--- src/rtl/aes_pkg.sv ---
// aes_pkg: DMA FSM state encoding and AHB-Lite transfer constants shared by aes_dma_ctrl
package aes_pkg;
  typedef enum logic [2:0] {IDLE, RD, SEND, WAIT, WR, DONE, ERR} state_t;
  localparam logic [1:0] HTRANS_IDLE = 2'b00;
  localparam logic [1:0] HTRANS_NONSEQ = 2'b10;
  localparam logic [1:0] HTRANS_SEQ = 2'b11;
  localparam logic [2:0] HSIZE_WORD = 3'b010;
  localparam logic [2:0] HBURST_INCR4 = 3'b011;
endpackage

--- src/rtl/aes_dma_ctrl.sv ---
// aes_dma_ctrl: AHB-Lite DMA reading 16-byte blocks into the cipher core and writing results back (hclk/hresetn, start/src/dst/num_bytes config, busy/done/error status, m_h* master, pt_*/ct_* core streams)
module aes_dma_ctrl
  import aes_pkg::*;
#(
  parameter int LEN_W = 24
) (
  input  logic          hclk,
  input  logic          hresetn,
  input  logic          start,
  input  logic [31:0]   src_addr,
  input  logic [31:0]   dst_addr,
  input  logic [31:0]   num_bytes,
  output logic          busy,
  output logic          done,
  output logic          error,
  output logic [31:0]   m_haddr,
  output logic [1:0]    m_htrans,
  output logic          m_hwrite,
  output logic [2:0]    m_hsize,
  output logic [2:0]    m_hburst,
  output logic [31:0]   m_hwdata,
  input  logic [31:0]   m_hrdata,
  input  logic          m_hready,
  input  logic          m_hresp,
  output logic [127:0]  pt_data,
  output logic          pt_valid,
  input  logic          pt_ready,
  input  logic [127:0]  ct_data,
  input  logic          ct_valid,
  output logic          ct_ready
);
  state_t state, nxt;
  logic [31:0] src, dst;
  logic [LEN_W-1:0] cnt, len_blk;
  logic [127:0] blk;
  logic [2:0] abeat;
  logic [1:0] dbeat;
  logic dph, bus, aph, last, berr, unused;
  assign len_blk = num_bytes[LEN_W+3:4];
  assign unused = ^{num_bytes, src_addr[3:0], dst_addr[3:0]};
  assign bus = state == RD || state == WR;
  assign aph = bus && !abeat[2];
  assign berr = bus && dph && m_hresp;
  assign last = bus && dph && m_hready && !m_hresp && dbeat == 2'd3;
  always_ff @(posedge hclk or negedge hresetn)
    if (!hresetn) state <= IDLE;
    else state <= nxt;
  always_comb begin
    nxt = state;
    case (state)
      IDLE: nxt = !start ? IDLE : len_blk == '0 ? DONE : RD;
      RD: nxt = berr ? ERR : last ? SEND : RD;
      SEND: nxt = pt_ready ? WAIT : SEND;
      WAIT: nxt = ct_valid ? WR : WAIT;
      WR: nxt = berr ? ERR : !last ? WR : cnt == LEN_W'(1) ? DONE : RD;
      default: nxt = IDLE;
    endcase
  end
  always_ff @(posedge hclk or negedge hresetn)
    if (!hresetn) begin
      src <= '0;
      dst <= '0;
      cnt <= '0;
      blk <= '0;
      abeat <= '0;
      dbeat <= '0;
      dph <= 1'b0;
      error <= 1'b0;
    end else begin
      if (state == IDLE && start) begin
        src <= {src_addr[31:4], 4'b0};
        dst <= {dst_addr[31:4], 4'b0};
        cnt <= len_blk;
        error <= 1'b0;
      end
      if (berr) error <= 1'b1;
      if (bus && m_hready && !berr) begin
        if (aph) abeat <= abeat + 3'd1;
        dph <= aph;
        if (dph) dbeat <= dbeat + 2'd1;
        if (dph && state == RD) blk[{~dbeat, 5'b0} +: 32] <= m_hrdata;
      end
      if (nxt != state) begin
        abeat <= '0;
        dbeat <= '0;
        dph <= 1'b0;
      end
      if (state == WAIT && ct_valid) blk <= ct_data;
      if (state == WR && last) begin
        src <= src + 32'd16;
        dst <= dst + 32'd16;
        cnt <= cnt - LEN_W'(1);
      end
    end
  assign m_htrans = !aph ? HTRANS_IDLE : abeat == 3'd0 ? HTRANS_NONSEQ : HTRANS_SEQ;
  assign m_haddr = aph ? (state == WR ? dst : src) + {27'b0, abeat, 2'b00} : 32'b0;
  assign m_hwrite = aph && state == WR;
  assign m_hsize = aph ? HSIZE_WORD : 3'b0;
  assign m_hburst = aph ? HBURST_INCR4 : 3'b0;
  assign m_hwdata = state == WR && dph ? blk[{~dbeat, 5'b0} +: 32] : 32'b0;
  assign pt_data = blk;
  assign pt_valid = state == SEND;
  assign ct_ready = state == WAIT;
  assign busy = state != IDLE;
  assign done = state == DONE;
endmodule

--- config.mk ---
export PLATFORM = sky130hd
export DESIGN_NAME = aes_dma_ctrl
export DESIGN_NICKNAME = d
export VERILOG_FILES = /design/src/rtl/aes_pkg.sv /design/src/rtl/aes_dma_ctrl.sv
export SDC_FILE = /design/constraint.sdc
export NUM_CORES = 1
export LEC_CHECK = 0
export BUFFER_PORTS_ARGS = -buffer_cell sky130_fd_sc_hd__buf_2
export CORE_MARGIN = 5
export CORE_UTILIZATION = 45
export CTS_BUF_LIST = sky130_fd_sc_hd__clkbuf_4
export CTS_CLUSTER_DIAMETER = 200
export DETAILED_ROUTE_END_ITERATION = 8
export GPL_ROUTABILITY_DRIVEN = 0
export HOLD_SLACK_MARGIN = 0.03
export PLACE_DENSITY = 0.72
export SLEW_MARGIN = 10
export SYNTH_ARGS = -nofsm -noshare
export SYNTH_HDL_FRONTEND = slang
export SYNTH_SLANG_ARGS = --single-unit
--- constraint.sdc ---
create_clock -name hclk -period 3.86 [get_ports hclk]
set_clock_uncertainty 0.2 [all_clocks]
set_input_delay 0.579 -clock hclk [delete_from_list [all_inputs] [get_ports hclk]]
set_output_delay 0.579 -clock hclk [all_outputs]
set_load 0.005 [all_outputs]
# Word level (Yosys, flattened, before mapping)
# Cells that the tools add are included.
# word_totals
word_cells	97
in_bits	263
register_bits	226
# op_classes
n_reduce_logical	32
eq_ne	8
muxes	37
addsub	7
bitwise_logic	1
shift	3
# ops
operator	n
$mux W128	3
$mux W32	7
$bwmux W128	1
$shift A32 B9 Y128 const A	1
$shiftx A128 B8 Y32	1
$shiftx A32 B9 Y128	1
$add A32 B5 Y32 const B	2
$mux W24	2
$add A32 B5 Y32	1
$mux W3	10
$eq A24 B1 Y1 const B	1
$logic_not A24 Y1	1
$sub A24 B1 Y24 const B	1
$pmux W3 S5	1
$logic_and A1 B1 Y1	14
$mux W2	7
$reduce_bool A2 Y1	7
$neg A7 Y9	1
$eq A3 B2 Y1 const B	2
$eq A3 B3 Y1 const B	2
$logic_not A3 Y1	2
$mux W1	6
$reduce_and A2 Y1	3
$add A3 B1 Y3 const B	1
other kinds (8)	10

# Longest topological paths before layout
# Gate-level depths: netlist of run 1.
# logic_depth
depth_word	12
mapped_depth	15
mapped_depth_nobuf	10

# Least setup slack after synthesis of run 1
# Ideal clock, no wire load.
# synth_path
path_type	register to output
from	register state[1]
to	output port m_haddr[27]
path_stages_with_launch	16
slack_ps	-220
n_path_buf	5
t_arrival_ps	3301
required_ps	3081
cell_sequence	dfrtp_1 > buf_2 > or3b_1 > clkbuf_1 > clkbuf_1 > clkbuf_1 > nand2_1 > nand2_1 > ha_1 > nand3_1 > nor4b_1 > o221ai_2 > buf_2 > nor4_1 > a211oi_1 > nor3_1
# synth_via
elab_chain_len	4
# synth_lines
item	line	rtl
start, declared	aes_dma_ctrl.sv:32	state_t state, nxt;
start signal, assigned	aes_dma_ctrl.sv:47	else state <= nxt;
$eq A3 B3 Y1 / $eq A3 B1 Y1 (equally long branches)	aes_dma_ctrl.sv:41, aes_dma_ctrl.sv:96	
$mux W32 / $logic_or A1 B1 Y1 (equally long branches)	aes_dma_ctrl.sv:96, aes_dma_ctrl.sv:41	
$add A32 B5 Y32 / $logic_and A1 B1 Y1 (equally long branches)	aes_dma_ctrl.sv:96, aes_dma_ctrl.sv:42	
$mux W32 *	aes_dma_ctrl.sv:96	assign m_haddr = aph ? (state == WR ? dst : src) + {27'b0, abeat, 2'b00} : 32'b0;
end, declared	aes_dma_ctrl.sv:16	output logic [31:0] m_haddr,
# Mark *: on every way between the ends. The rest lies on a longest branch, timed or not.

# Worst setup path after layout of run 1
# layout_path
from	register state[0]
to	output port m_haddr[14]
# The elaborated chain is that of the path after synthesis.

==> results of run 1 <==
[logic make-up after synthesis]
logic type	Yosys count
adders and majority gates	11
AOI/OAI and AO/OA	458
and+or+nand+nor	567
DFF	218
buffers and inverters	161
other	1
xor gates and xnor gates	25
muxes	47
[routing by layer]
layer	wire length, um	share of wire, %	global-route usage [%]	vias to the layer above
met5	24	0.041	0	-
met1	20500	35	40.67	7571
met3	6728	11	11.00	298
met4	3824	6.5	19.78	4
li1	-	-	-	6909
met2	27430	47	55.39	1217
[flip-flops by register name, indices dropped and copies added (netlist names)]
| signal | count |
|---|---|
| pt_data | 128 |
| state | 3 |
| error | 1 |
| src | 28 |
| cnt | 24 |
| dbeat | 2 |
| abeat | 3 |
| dst | 28 |
| dph | 1 |
[area by class of cell]
cell class	count	area, sq um	area share (%)
Multi-Input combinational cell	1114	7243	37.77
Sequential cell	218	5458	28.46
Timing Repair Buffer	731	5045	26.30
Clock buffer	94	705.7	3.680
Tap cell	384	480.5	2.505
Clock inverter	17	141.4	0.7372
Inverter	24	90.09	0.4697
Antenna cell	6	15.01	0.07829
[stage by stage]
stage,cells,util (%)
6_report,2588,66.82
3_5_place_dp,2229,54.67
4_1_cts,2578,66.41
2_1_floorplan,1492,-
3_3_place_gp,2229,54.67
5_1_grt,2588,66.82
[layout by cell type, fill, tap and decap left out, types with 8 or more instances in the layout]
cell type and instances:
sky130_fd_sc_hd__buf_2 445, sky130_fd_sc_hd__dlygate4sd3_1 232, sky130_fd_sc_hd__dfrtp_1 216, sky130_fd_sc_hd__nand2_1 207
sky130_fd_sc_hd__o21ai_0 127, sky130_fd_sc_hd__a22oi_1 126, sky130_fd_sc_hd__nor2_1 123, sky130_fd_sc_hd__clkbuf_4 94
sky130_fd_sc_hd__a21oi_1 70, sky130_fd_sc_hd__and3_1 52, sky130_fd_sc_hd__nand3_1 43, sky130_fd_sc_hd__buf_4 42
sky130_fd_sc_hd__nor3_1 35, sky130_fd_sc_hd__mux4_2 32, sky130_fd_sc_hd__inv_1 24, sky130_fd_sc_hd__a211oi_1 20
sky130_fd_sc_hd__nor4_1 17, sky130_fd_sc_hd__o311ai_0 17, sky130_fd_sc_hd__o211ai_1 17, sky130_fd_sc_hd__nand4_1 15
sky130_fd_sc_hd__o22ai_1 14, sky130_fd_sc_hd__mux2i_1 13, sky130_fd_sc_hd__xnor2_1 13, sky130_fd_sc_hd__a31oi_1 12
sky130_fd_sc_hd__xor2_1 11, sky130_fd_sc_hd__ha_1 10, sky130_fd_sc_hd__and2_1 9, sky130_fd_sc_hd__a221o_1 9
sky130_fd_sc_hd__clkinv_1 9, sky130_fd_sc_hd__nor3_2 8, sky130_fd_sc_hd__a311oi_1 8
[worst max path at each step]
stage / start / endpoint
after floorplan: state[1] / m_haddr[27]
after global placement: state[0] / m_haddr[15]
after detailed placement: state[0] / m_haddr[30]
after CTS: state[0] / m_haddr[14]
after global routing: state[0] / m_haddr[29]
final: state[0] / m_haddr[14]
[power groups by stage]
stage | Combinational, mW | Clock, mW | Sequential [mW]
3_5_place_dp | 4.17 | 0 | 3.96
3_3_place_gp | 4.06 | 0 | 3.92
5_1_grt | 5.06 | 2.54 | 4.11
2_1_floorplan | 2.69 | 0 | 3.65
4_1_cts | 4.48 | 2.38 | 3.94
6_report | 4.65 | 2.35 | 4.00
[repair_timing]
action,CTS,global route
hold buffers,232,0
pin swaps,10,9
setup endpoints to repair,22,22
setup buffers,5,4
gates resized for setup,27,15
hold endpoints to repair,261,0
gates cloned,1,0
[worst max-delay path, stage by stage, from the launching register on]
cell and delay [ps]:
sky130_fd_sc_hd__dfrtp_1 410, sky130_fd_sc_hd__nor3b_4 220, sky130_fd_sc_hd__clkbuf_8 340, sky130_fd_sc_hd__mux2_1 500, sky130_fd_sc_hd__o21a_4 200, sky130_fd_sc_hd__and3_4 170
sky130_fd_sc_hd__o21a_1 180, sky130_fd_sc_hd__a211oi_2 300, sky130_fd_sc_hd__buf_2 180
==> summary.md, run 1 <==
## Setup path
• **arrival time at the worst endpoint** 3130 ps
• **sort of element at the end of the critical path** output port
• **R2R Setup Slk** 470 ps
• **r2r endpoint** pt_data[16]
• **worst setup path category** reg2out
• **kind of launch point of the worst setup path** flip-flop
• **required time at the worst-slack endpoint** 3080 ps
• **maximum fanout count along the critical path** 30
• **Reg-to-Reg Start** dbeat[1]
• **r2r worst-path depth** 8

## Global route
• **global-route congestion overflow total** 0
• **maximum number of pins on one net before global-route repair** 134
• **number of global-route vias before repair** 16230
• **wire length of the first global-routing pass** 90530 um
• **gr usage total** 34.41%
• **number of antenna violations at the first check in global routing** 7

## Timing
• **number of hold-slack violations in the final timing report** 0
• **crit share post-route** 101.3%
• **worst slew slack as a fraction of its limit** 49.64%
• **aggregate negative setup slack** -96.51 ps
• **setup repair after global routing missed its margin** yes
• **achievable clock frequency** 255.9 MHz
• **worst hold slack across all endpoints** 71.61 ps
• **fin crit period** 3908 ps
• **Worst Max-Slew Pin Slew** 755.4 ps
• **Worst Setup Slack, final** -48.38 ps
• **number of failing setup endpoints in the final timing report** 4
• **final number of max-transition violations** 0

## Power
• **share of power burned in combinational logic** 42.2%
• **clock power share** 21.4%
• **Power, Total** 11.01 mW
• **Net Switching** 4.641 mW
• **net switching share of the total power** 42.16%
• **register share of total power** 36.4%
• **total leakage power** 8.767 nW
• **Int Power** 6.367 mW
• **IR drop worst, VDD** 0.0003159 V
• **power density over the cells** 574.0 nW/um^2

## Worst hold path
• **Tightest Hold Check Type** in2reg
• **Endpoint, Worst Hold** dst[5]
• **startpoint of the lowest-slack hold path** dst_addr[5]
• **count of cells along the worst hold path** 3

## Yosys
• **number of flops mapped to enable cells by yosys** 0
• **Synth cell types** 70
• **mean instance size in the synthesized netlist** 8.773 sq um
• **share of the synthesized netlist area taken by xor and xnor gates** 1.677%
• **number of flip-flops and latches in the synthesized netlist** 218
• **number of warning messages in the yosys log** 0
• **largest family of logic cells by synthesized area** compound AO/OA/AOI/OAI gates
• **share of synthesized registers carrying an async set or reset** 100.0%
• **top area cells in the synthesized netlist** sky130_fd_sc_hd__dfrtp_1, sky130_fd_sc_hd__a22oi_1, sky130_fd_sc_hd__nand2_1, sky130_fd_sc_hd__mux4_2, sky130_fd_sc_hd__o21ai_0
• **post-synthesis share of cell area spent on and, or, nand and nor gates** 20.65%
• **leading post-synthesis cells by instance count** sky130_fd_sc_hd__dfrtp_1, sky130_fd_sc_hd__nand2_1, sky130_fd_sc_hd__o21ai_0, sky130_fd_sc_hd__a22oi_1, sky130_fd_sc_hd__nor2_1
• **sequential element share of the synthesized area** 41.79%
• **main flop type after synthesis** sky130_fd_sc_hd__dfrtp_1
• **compound-gate portion of the synthesized area** 23.12%
• **post-synthesis instance area** 13050 sq um
• **Cells after Synth** 1488
• **Synth Area in Adders** 1.054%
• **mux share of post-synthesis cell area** 6.681%
• **library cell with the highest instance count after synthesis** sky130_fd_sc_hd__dfrtp_1
• **cell type with the highest aggregate area in the netlist** sky130_fd_sc_hd__dfrtp_1
• **area share of the leading cell type in the synthesized netlist** 41.79%

## Routing
• **initial detailed-routing violation count** 1907
• **per-cell routed wire length** 22.61 um
• **detailed-router iteration count before antenna repair** 6
• **post-detailed-route DRC marker count** 0
• **post-detailed-route via-to-cell ratio** 6.182
• **Final Routed Wirelength** 58510 um
• **detailed-route via count** 16000
• **post-detailed-route count of antenna-violating nets** 0

## Floorplanning
• **starting utilization of the core area** 45.48%
• **height of the chip** 180.3 um
• **area enclosed by the die boundary** 32520 sq um
• **core footprint** 28700 sq um
• **std cell rows** 62
• **I/O pin count** 469
• **Die X-Extent** 180.3 um

## Layout
• **proportion of layout cells with a drive suffix above 1** 31.26%
• **final non-filler cell area** 19180 sq um
• **Layout fillers** 2229
• **final-stage net count** 2429
• **post-synthesis to final-layout area growth** 46.92%

## Clock network
• **worst-skew pair later-pin latency** 680 ps
• **# clock sinks** 218
• **clock-pin slew on the worst setup and hold paths** 60 ps
• **count of H-tree levels built during CTS** 3
• **clock root cell** sky130_fd_sc_hd__clkbuf_4
• **number of buffers inserted during clock tree synthesis** 66
• **clock tree from TritonCTS** done
• **number of buffers between clock root and the deepest sink** 3

## Placement
• **DP Area** 15690 sq um
• **Port Buffer Count** 447
• **HPWL after detailed placement** 37870 um
• **worst setup slack before clock tree synthesis** 296.8 ps

## Run
• **number of maximum-capacitance constraint violations** 0

## Run status
• **status** finished with violations
• **violated checks** setup timing

No activity file was read; power rests on OpenSTA's default activity.
==> run 2: changes to the inputs <==
Settings changed: RECOVER_POWER set to 100.
==> summary.md, run 2 (same netlist as run 1, synthesis figures left out) <==
## Routing
• **initial detailed-routing violation count** 1666, was 1907
• **detailed-route via count** 15970, was 16000
• **Final Routed Wirelength** 58400 um, was 58510 um
• **per-cell routed wire length** 22.57 um, was 22.61 um
• **post-detailed-route DRC marker count** 0, unchanged
• **post-detailed-route count of antenna-violating nets** 0, unchanged
• **detailed-router iteration count before antenna repair** 6, unchanged
• **post-detailed-route via-to-cell ratio** 6.170, was 6.182

## Setup path
• **R2R Setup Slk** 210 ps, was 470 ps
• **Critical path origin** state[0], unchanged
• **r2r worst-path depth** 9, was 8
• **r2r endpoint** pt_data[103], was pt_data[16]
• **Reg-to-Reg Start** state[1], was dbeat[1]
• **arrival time at the worst endpoint** 3130 ps, about the same
• **kind of launch point of the worst setup path** flip-flop, unchanged
• **worst setup path category** reg2out, unchanged
• **Worst Setup EP** m_haddr[14], unchanged
• **required time at the worst-slack endpoint** 3080 ps, about the same
• **sort of element at the end of the critical path** output port, unchanged
• **maximum fanout count along the critical path** 30, unchanged

## Run status
• **status** finished with violations, unchanged
• **violated checks** capacitance limit, slew limit, setup timing, was setup timing

## Timing
• **fin crit period** 3913 ps, was 3908 ps
• **achievable clock frequency** 255.6 MHz, was 255.9 MHz
• **Worst Setup Slack, final** -53.09 ps, was -48.38 ps
• **worst slew slack as a fraction of its limit** -59.84%, was 49.64%
• **number of failing setup endpoints in the final timing report** 3, was 4
• **crit share post-route** 101.4%, was 101.3%
• **number of hold-slack violations in the final timing report** 0, unchanged
• **final number of max-transition violations** 124, was 0
• **Worst Max-Slew Pin Slew** 2398 ps, was 755.4 ps
• **setup repair after global routing missed its margin** yes, unchanged

## Floorplanning
• **std cell rows** 62, unchanged
• **core footprint** 28700 sq um, unchanged
• **starting utilization of the core area** 45.48%, unchanged
• **Die X-Extent** 180.3 um, unchanged
• **height of the chip** 180.3 um, unchanged
• **I/O pin count** 469, unchanged
• **area enclosed by the die boundary** 32520 sq um, unchanged

## Power
• **total leakage power** 8.251 nW, was 8.767 nW
• **IR drop worst, VDD** 0.0003018 V, was 0.0003159 V
• **power density over the cells** 576.8 nW/um^2, was 574.0 nW/um^2

## Clock network
• **clock root cell** sky130_fd_sc_hd__clkbuf_4, unchanged
• **# clock sinks** 218, unchanged
• **number of buffers between clock root and the deepest sink** 3, unchanged
• **clock-pin slew on the worst setup and hold paths** 60 ps, about the same
• **number of buffers inserted during clock tree synthesis** 66, unchanged
• **worst-skew pair later-pin latency** 680 ps, about the same
• **clock tree from TritonCTS** done, unchanged
• **count of H-tree levels built during CTS** 3, unchanged

## Placement
• **worst setup slack before clock tree synthesis** 296.8 ps, unchanged
• **HPWL after detailed placement** 37870 um, unchanged
• **Port Buffer Count** 447, unchanged
• **DP Area** 15690 sq um, unchanged

## Worst hold path
• **Tightest Hold Check Type** in2reg, unchanged

## Global route
• **maximum number of pins on one net before global-route repair** 134, unchanged
• **number of global-route vias before repair** 16230, unchanged
• **global-route congestion overflow total** 0, unchanged
• **gr usage total** 34.41%, unchanged
• **number of antenna violations at the first check in global routing** 7, unchanged
• **wire length of the first global-routing pass** 90530 um, unchanged

## Layout
• **post-synthesis to final-layout area growth** 45.10%, was 46.92%
• **proportion of layout cells with a drive suffix above 1** 25.52%, was 31.26%
• **final-stage net count** 2429, unchanged
• **final non-filler cell area** 18940 sq um, was 19180 sq um
• **number of flip-flops in the largest register** 128, unchanged
• **most common library cell in the layout ignoring fill and taps** sky130_fd_sc_hd__buf_2, unchanged
• **most frequent cells in the layout** sky130_fd_sc_hd__buf_2, sky130_fd_sc_hd__dlygate4sd3_1, sky130_fd_sc_hd__dfrtp_1, unchanged
• **multi-input logic area** 7206 sq um, was 7243 sq um
• **Layout fillers** 2309, was 2229
• **flip-flop and latch area** 5458 sq um, unchanged

## Run
• **number of maximum-capacitance constraint violations** 2, was 0

-- run 2: cell types whose count changed in the layout (fill, tap and decap cells not counted), moves of 2 or more --
cell,delta
sky130_fd_sc_hd__buf_1,+2
sky130_fd_sc_hd__buf_12,-2
sky130_fd_sc_hd__buf_2,-116
sky130_fd_sc_hd__buf_4,-6
sky130_fd_sc_hd__clkbuf_1,+116
sky130_fd_sc_hd__clkbuf_2,+6
sky130_fd_sc_hd__nor3_1,+3
sky130_fd_sc_hd__nor3_2,-3
-- run 2: timing repair --
| action | CTS | global route |
|---|---|---|
| pin swaps | 10 | 9 |
| setup endpoints to repair | 22 | 22 |
| resized for setup | 27 | 15 |
| hold buffers | 232 | 0 |
| cloned | 1 | 0 |
| endpoints found under the hold margin | 261 | 0 |
| setup buffers | 5 | 4 |
-- run 2: how the worst min path moves through the flow --
stage,startpoint,endpoint,depth (start not counted)
floorplan,hresetn,abeat[0],0
global placement,cnt[23],cnt[23],1
detailed placement,cnt[23],cnt[23],1
finish,dst_addr[5],dst[5],3
global route,dst_addr[4],dst[4],2
CTS,m_hrdata[27],pt_data[59],3
-- run 2: stage by stage --
step / TNS [ps] / hold slack (ps) / power, mW / utilization (%) / cells
CTS: -70.85 / 30.12 / 10.81 / 66.41 / 2578
global route: -4849 / 23.62 / 11.62 / 65.99 / 2588
detailed placement: 0 / 274.0 / 8.131 / 54.67 / 2229
global placement: 0 / 265.0 / 7.984 / 54.67 / 2229
finish: -89.00 / 61.12 / 10.93 / 65.99 / 2588
floorplan: 0 / 83.41 / 6.336 / - / 1492
-- run 2: final cells by class --
class,instances,share of cell area [%]
diodes,6,0.07927
clock buffers,94,3.726
clock inverters,17,0.7465
inverters,24,0.4756
multi-input cells,1114,38.04
flip-flops and latches,218,28.81
well taps,384,2.537
repair buffers,731,25.58
-- run 2: worst max-delay path: stages (launching register included) --
cell	delay, ps
sky130_fd_sc_hd__dfrtp_1	410
sky130_fd_sc_hd__nor3b_4	220
sky130_fd_sc_hd__clkbuf_8	330
sky130_fd_sc_hd__mux2_1	500
sky130_fd_sc_hd__o21a_4	200
sky130_fd_sc_hd__and3_4	170
sky130_fd_sc_hd__o21a_1	180
sky130_fd_sc_hd__a211oi_2	310
sky130_fd_sc_hd__buf_2	180
-- run 2: per-layer routing --
layer	GRT usage (%)	part of all wire, %	routed length [um]
met5	0	0.041	24
met4	19.78	6.9	4013
met3	11.00	11	6691
met2	55.39	47	27220
met1	40.67	35	20450
-- run 2: where the power goes --
part | internal (mW) | switching [mW] | total (mW)
Sequential | 3.04 | 0.970 | 4.01
Combinational | 1.98 | 2.58 | 4.56
Clock | 1.26 | 1.09 | 2.35
Total | 6.29 | 4.64 | 10.9
==> run 3: changes to the inputs <==
Settings changed: ABC_AREA set to 1, PLACE_DENSITY 0.72 to 0.71.
==> summary.md, run 3 <==
## Routing
• **post-detailed-route via-to-cell ratio** 5.692, was 6.170
• **detailed-route via count** 18680, was 15970
• **initial detailed-routing violation count** 1748, was 1666
• **post-detailed-route count of antenna-violating nets** 0, unchanged
• **detailed-router iteration count before antenna repair** 6, unchanged
• **per-cell routed wire length** 19.06 um, was 22.57 um
• **post-detailed-route DRC marker count** 0, unchanged
• **Final Routed Wirelength** 62570 um, was 58400 um

## Timing
• **number of hold-slack violations in the final timing report** 0, unchanged
• **Worst Setup Slack, final** 207.0 ps, was -53.09 ps
• **achievable clock frequency** 273.7 MHz, was 255.6 MHz
• **setup repair after global routing missed its margin** no, was yes
• **number of failing setup endpoints in the final timing report** 0, was 3
• **aggregate negative setup slack** 0 ps, was -89.00 ps
• **crit share post-route** 94.64%, was 101.4%
• **worst slew slack as a fraction of its limit** -64.12%, was -59.84%
• **Worst Max-Slew Pin Slew** 2462 ps, was 2398 ps
• **fin crit period** 3653 ps, was 3913 ps
• **final number of max-transition violations** 92, was 124

## Setup path
• **kind of launch point of the worst setup path** flip-flop, unchanged
• **arrival time at the worst endpoint** 2870 ps, was 3130 ps
• **Worst Setup EP** m_haddr[31], was m_haddr[14]
• **Critical path origin** state[1], was state[0]
• **maximum fanout count along the critical path** 32, was 30
• **r2r endpoint** dst[30], was pt_data[103]
• **sort of element at the end of the critical path** output port, unchanged
• **required time at the worst-slack endpoint** 3080 ps, about the same
• **Reg-to-Reg Start** dbeat[0], was state[1]
• **R2R Setup Slk** 310 ps, was 210 ps
• **worst setup path category** reg2out, unchanged
• **r2r worst-path depth** 10, was 9

## Yosys
• **mean instance size in the synthesized netlist** 6.832 sq um, was 8.773 sq um
• **number of flops mapped to enable cells by yosys** 0, unchanged
• **post-synthesis instance area** 14760 sq um, was 13050 sq um
• **cell type with the highest aggregate area in the netlist** sky130_fd_sc_hd__dfrtp_1, unchanged
• **sequential element share of the synthesized area** 36.96%, was 41.79%
• **library cell with the highest instance count after synthesis** sky130_fd_sc_hd__nand2_1, was sky130_fd_sc_hd__dfrtp_1
• **Synth cell types** 46, was 70
• **top area cells in the synthesized netlist** sky130_fd_sc_hd__dfrtp_1, sky130_fd_sc_hd__nand2_1, sky130_fd_sc_hd__o21ai_0, sky130_fd_sc_hd__inv_1, sky130_fd_sc_hd__o211ai_1, was sky130_fd_sc_hd__dfrtp_1, sky130_fd_sc_hd__a22oi_1, sky130_fd_sc_hd__nand2_1, sky130_fd_sc_hd__mux4_2, sky130_fd_sc_hd__o21ai_0
• **area share of the leading cell type in the synthesized netlist** 36.96%, was 41.79%
• **share of synthesized registers carrying an async set or reset** 100.0%, unchanged
• **main flop type after synthesis** sky130_fd_sc_hd__dfrtp_1, unchanged
• **number of warning messages in the yosys log** 0, unchanged
• **Cells after Synth** 2160, was 1488
• **number of flip-flops and latches in the synthesized netlist** 218, unchanged
• **leading post-synthesis cells by instance count** sky130_fd_sc_hd__nand2_1, sky130_fd_sc_hd__o21ai_0, sky130_fd_sc_hd__dfrtp_1, sky130_fd_sc_hd__inv_1, sky130_fd_sc_hd__nor2_1, was sky130_fd_sc_hd__dfrtp_1, sky130_fd_sc_hd__nand2_1, sky130_fd_sc_hd__o21ai_0, sky130_fd_sc_hd__a22oi_1, sky130_fd_sc_hd__nor2_1

## Floorplanning
• **core footprint** 32450 sq um, was 28700 sq um
• **Die X-Extent** 191.1 um, was 180.3 um
• **I/O pin count** 469, unchanged
• **std cell rows** 66, was 62
• **starting utilization of the core area** 45.47%, was 45.48%
• **height of the chip** 191.1 um, was 180.3 um
• **area enclosed by the die boundary** 36520 sq um, was 32520 sq um

## Run status
• **status** finished with violations, unchanged
• **violated checks** capacitance limit, slew limit, was capacitance limit, slew limit, setup timing

## Power
• **IR drop worst, VDD** 0.0003086 V, was 0.0003018 V
• **total leakage power** 9.506 nW, was 8.251 nW
• **power density over the cells** 620.3 nW/um^2, was 576.8 nW/um^2

## Layout
• **number of flip-flops in the largest register** 128, unchanged
• **proportion of layout cells with a drive suffix above 1** 17.97%, was 25.52%
• **final-stage net count** 3065, was 2429
• **multi-input logic area** 8112 sq um, was 7206 sq um
• **flip-flop and latch area** 5459 sq um, was 5458 sq um
• **most frequent cells in the layout** sky130_fd_sc_hd__nand2_1, sky130_fd_sc_hd__o21ai_0, sky130_fd_sc_hd__buf_2, was sky130_fd_sc_hd__buf_2, sky130_fd_sc_hd__dlygate4sd3_1, sky130_fd_sc_hd__dfrtp_1
• **post-synthesis to final-layout area growth** 36.99%, was 45.10%
• **most common library cell in the layout ignoring fill and taps** sky130_fd_sc_hd__nand2_1, was sky130_fd_sc_hd__buf_2
• **post-route insts no fill** 3282, was 2588
• **Layout fillers** 3024, was 2309

## Run
• **number of maximum-capacitance constraint violations** 1, was 2

## Global route
• **gr usage total** 33.10%, was 34.41%
• **maximum number of pins on one net before global-route repair** 176, was 134
• **number of antenna violations at the first check in global routing** 9, was 7
• **global-route congestion overflow total** 0, unchanged
• **number of global-route vias before repair** 18350, was 16230
• **wire length of the first global-routing pass** 96950 um, was 90530 um

## Clock network
• **clock root cell** sky130_fd_sc_hd__clkbuf_4, unchanged
• **clock-pin slew on the worst setup and hold paths** 60 ps, about the same
• **# clock sinks** 218, unchanged
• **worst-skew pair later-pin latency** 660 ps, was 680 ps
• **number of buffers inserted during clock tree synthesis** 67, was 66
• **count of H-tree levels built during CTS** 3, unchanged
• **clock tree from TritonCTS** done, unchanged
• **number of buffers between clock root and the deepest sink** 3, unchanged

## Worst hold path
• **count of cells along the worst hold path** 4, was 3
• **Tightest Hold Check Type** in2reg, unchanged

## Placement
• **HPWL after detailed placement** 43360 um, was 37870 um
• **worst setup slack before clock tree synthesis** 568.9 ps, was 296.8 ps
• **placed cell count** 2954, was 2229
• **Port Buffer Count** 447, unchanged

[run 3: report_power, final]
| part | switching (mW) | internal (mW) | leakage (nW) |
|---|---|---|---|
| clock network | 1.09 | 1.17 | 0.475 |
| registers | 1.00 | 3.24 | 2.68 |
| logic | 3.84 | 2.19 | 6.35 |
| total | 5.94 | 6.60 | 9.51 |
[run 3: layer usage]
layer,up-vias,wire length [um],global-route usage [%]
met5,-,30,0
li1,8563,-,-
met3,301,6440,8.072
met1,8585,23500,40.57
met2,1227,28450,52.72
met4,4,4138,20.25
[run 3: cell type report]
| cell class | instances | area share [%] |
|---|---|---|
| clock inverter | 18 | 0.4889 |
| tap | 442 | 2.735 |
| multi-input combinational | 1599 | 40.12 |
| clock buffer | 93 | 3.453 |
| antenna | 7 | 0.08664 |
| timing repair buffer | 697 | 22.25 |
| inverter | 208 | 3.862 |
| sequential | 218 | 27.00 |
[run 3: logic make-up (layout without fill, tap and decap cells)]
logic type | count (synthesis) | count (layout) | synth area share (%)
compound gates | 647 | 647 | 24.84
xor+xnor | 47 | 47 | 2.789
fa+ha+maj | 11 | 11 | 0.9326
buf+inv | 347 | 1016 | 9.504
flops | 218 | 218 | 36.96
other cells | 1 | 12 | 0.02541
simple gates | 889 | 889 | 24.94
[run 3: how the worst min path moves through the flow]
| stage | from | endpoint | slack (ps) |
|---|---|---|---|
| 3_3_place_gp | error | error | 260 |
| 2_1_floorplan | hresetn | abeat[0] | 80 |
| 3_5_place_dp | error | error | 270 |
| 6_report | ct_data[8] | pt_data[8] | 90 |
| 4_1_cts | m_hrdata[31] | pt_data[95] | 30 |
| 5_1_grt | ct_data[24] | pt_data[24] | 70 |
[run 3: metrics by stage]
stage	hold WS (ps)	total power, mW	utilization [%]	instance area [sq um]
after floorplan	83.41	7.473	-	14770
after global placement	261.8	9.727	53.47	17350
after detailed placement	274.4	9.883	53.47	17350
after CTS	32.17	12.49	62.50	20280
after global routing	65.56	13.47	62.29	20220
final	89.32	12.54	62.29	20220
[run 3: worst max-delay path, stage by stage, from the launching register on]
cell	delay [ps]
sky130_fd_sc_hd__dfrtp_2	440
sky130_fd_sc_hd__nor2_4	150
sky130_fd_sc_hd__nand2_4	120
sky130_fd_sc_hd__buf_16	210
sky130_fd_sc_hd__nand2_1	70
sky130_fd_sc_hd__o21ai_0	70
sky130_fd_sc_hd__buf_4	170
sky130_fd_sc_hd__nor2_1	150
sky130_fd_sc_hd__nand2_1	90
sky130_fd_sc_hd__inv_1	60
sky130_fd_sc_hd__nand2_1	50
sky130_fd_sc_hd__nor2_1	200
sky130_fd_sc_hd__nand2_1	90
sky130_fd_sc_hd__nand2_1	60
sky130_fd_sc_hd__nand2_1	70
sky130_fd_sc_hd__nor2_1	90
sky130_fd_sc_hd__buf_2	130
[run 3: timing repair]
item / 4_1_cts / 5_1_grt
pin swaps: 1 / 6
setup buffers: 0 / 5
setup endpoints to repair: 8 / 22
gates cloned: 1 / 0
hold buffers: 204 / 0
gates resized for setup: 19 / 40
endpoints found under the hold margin: 284 / 0
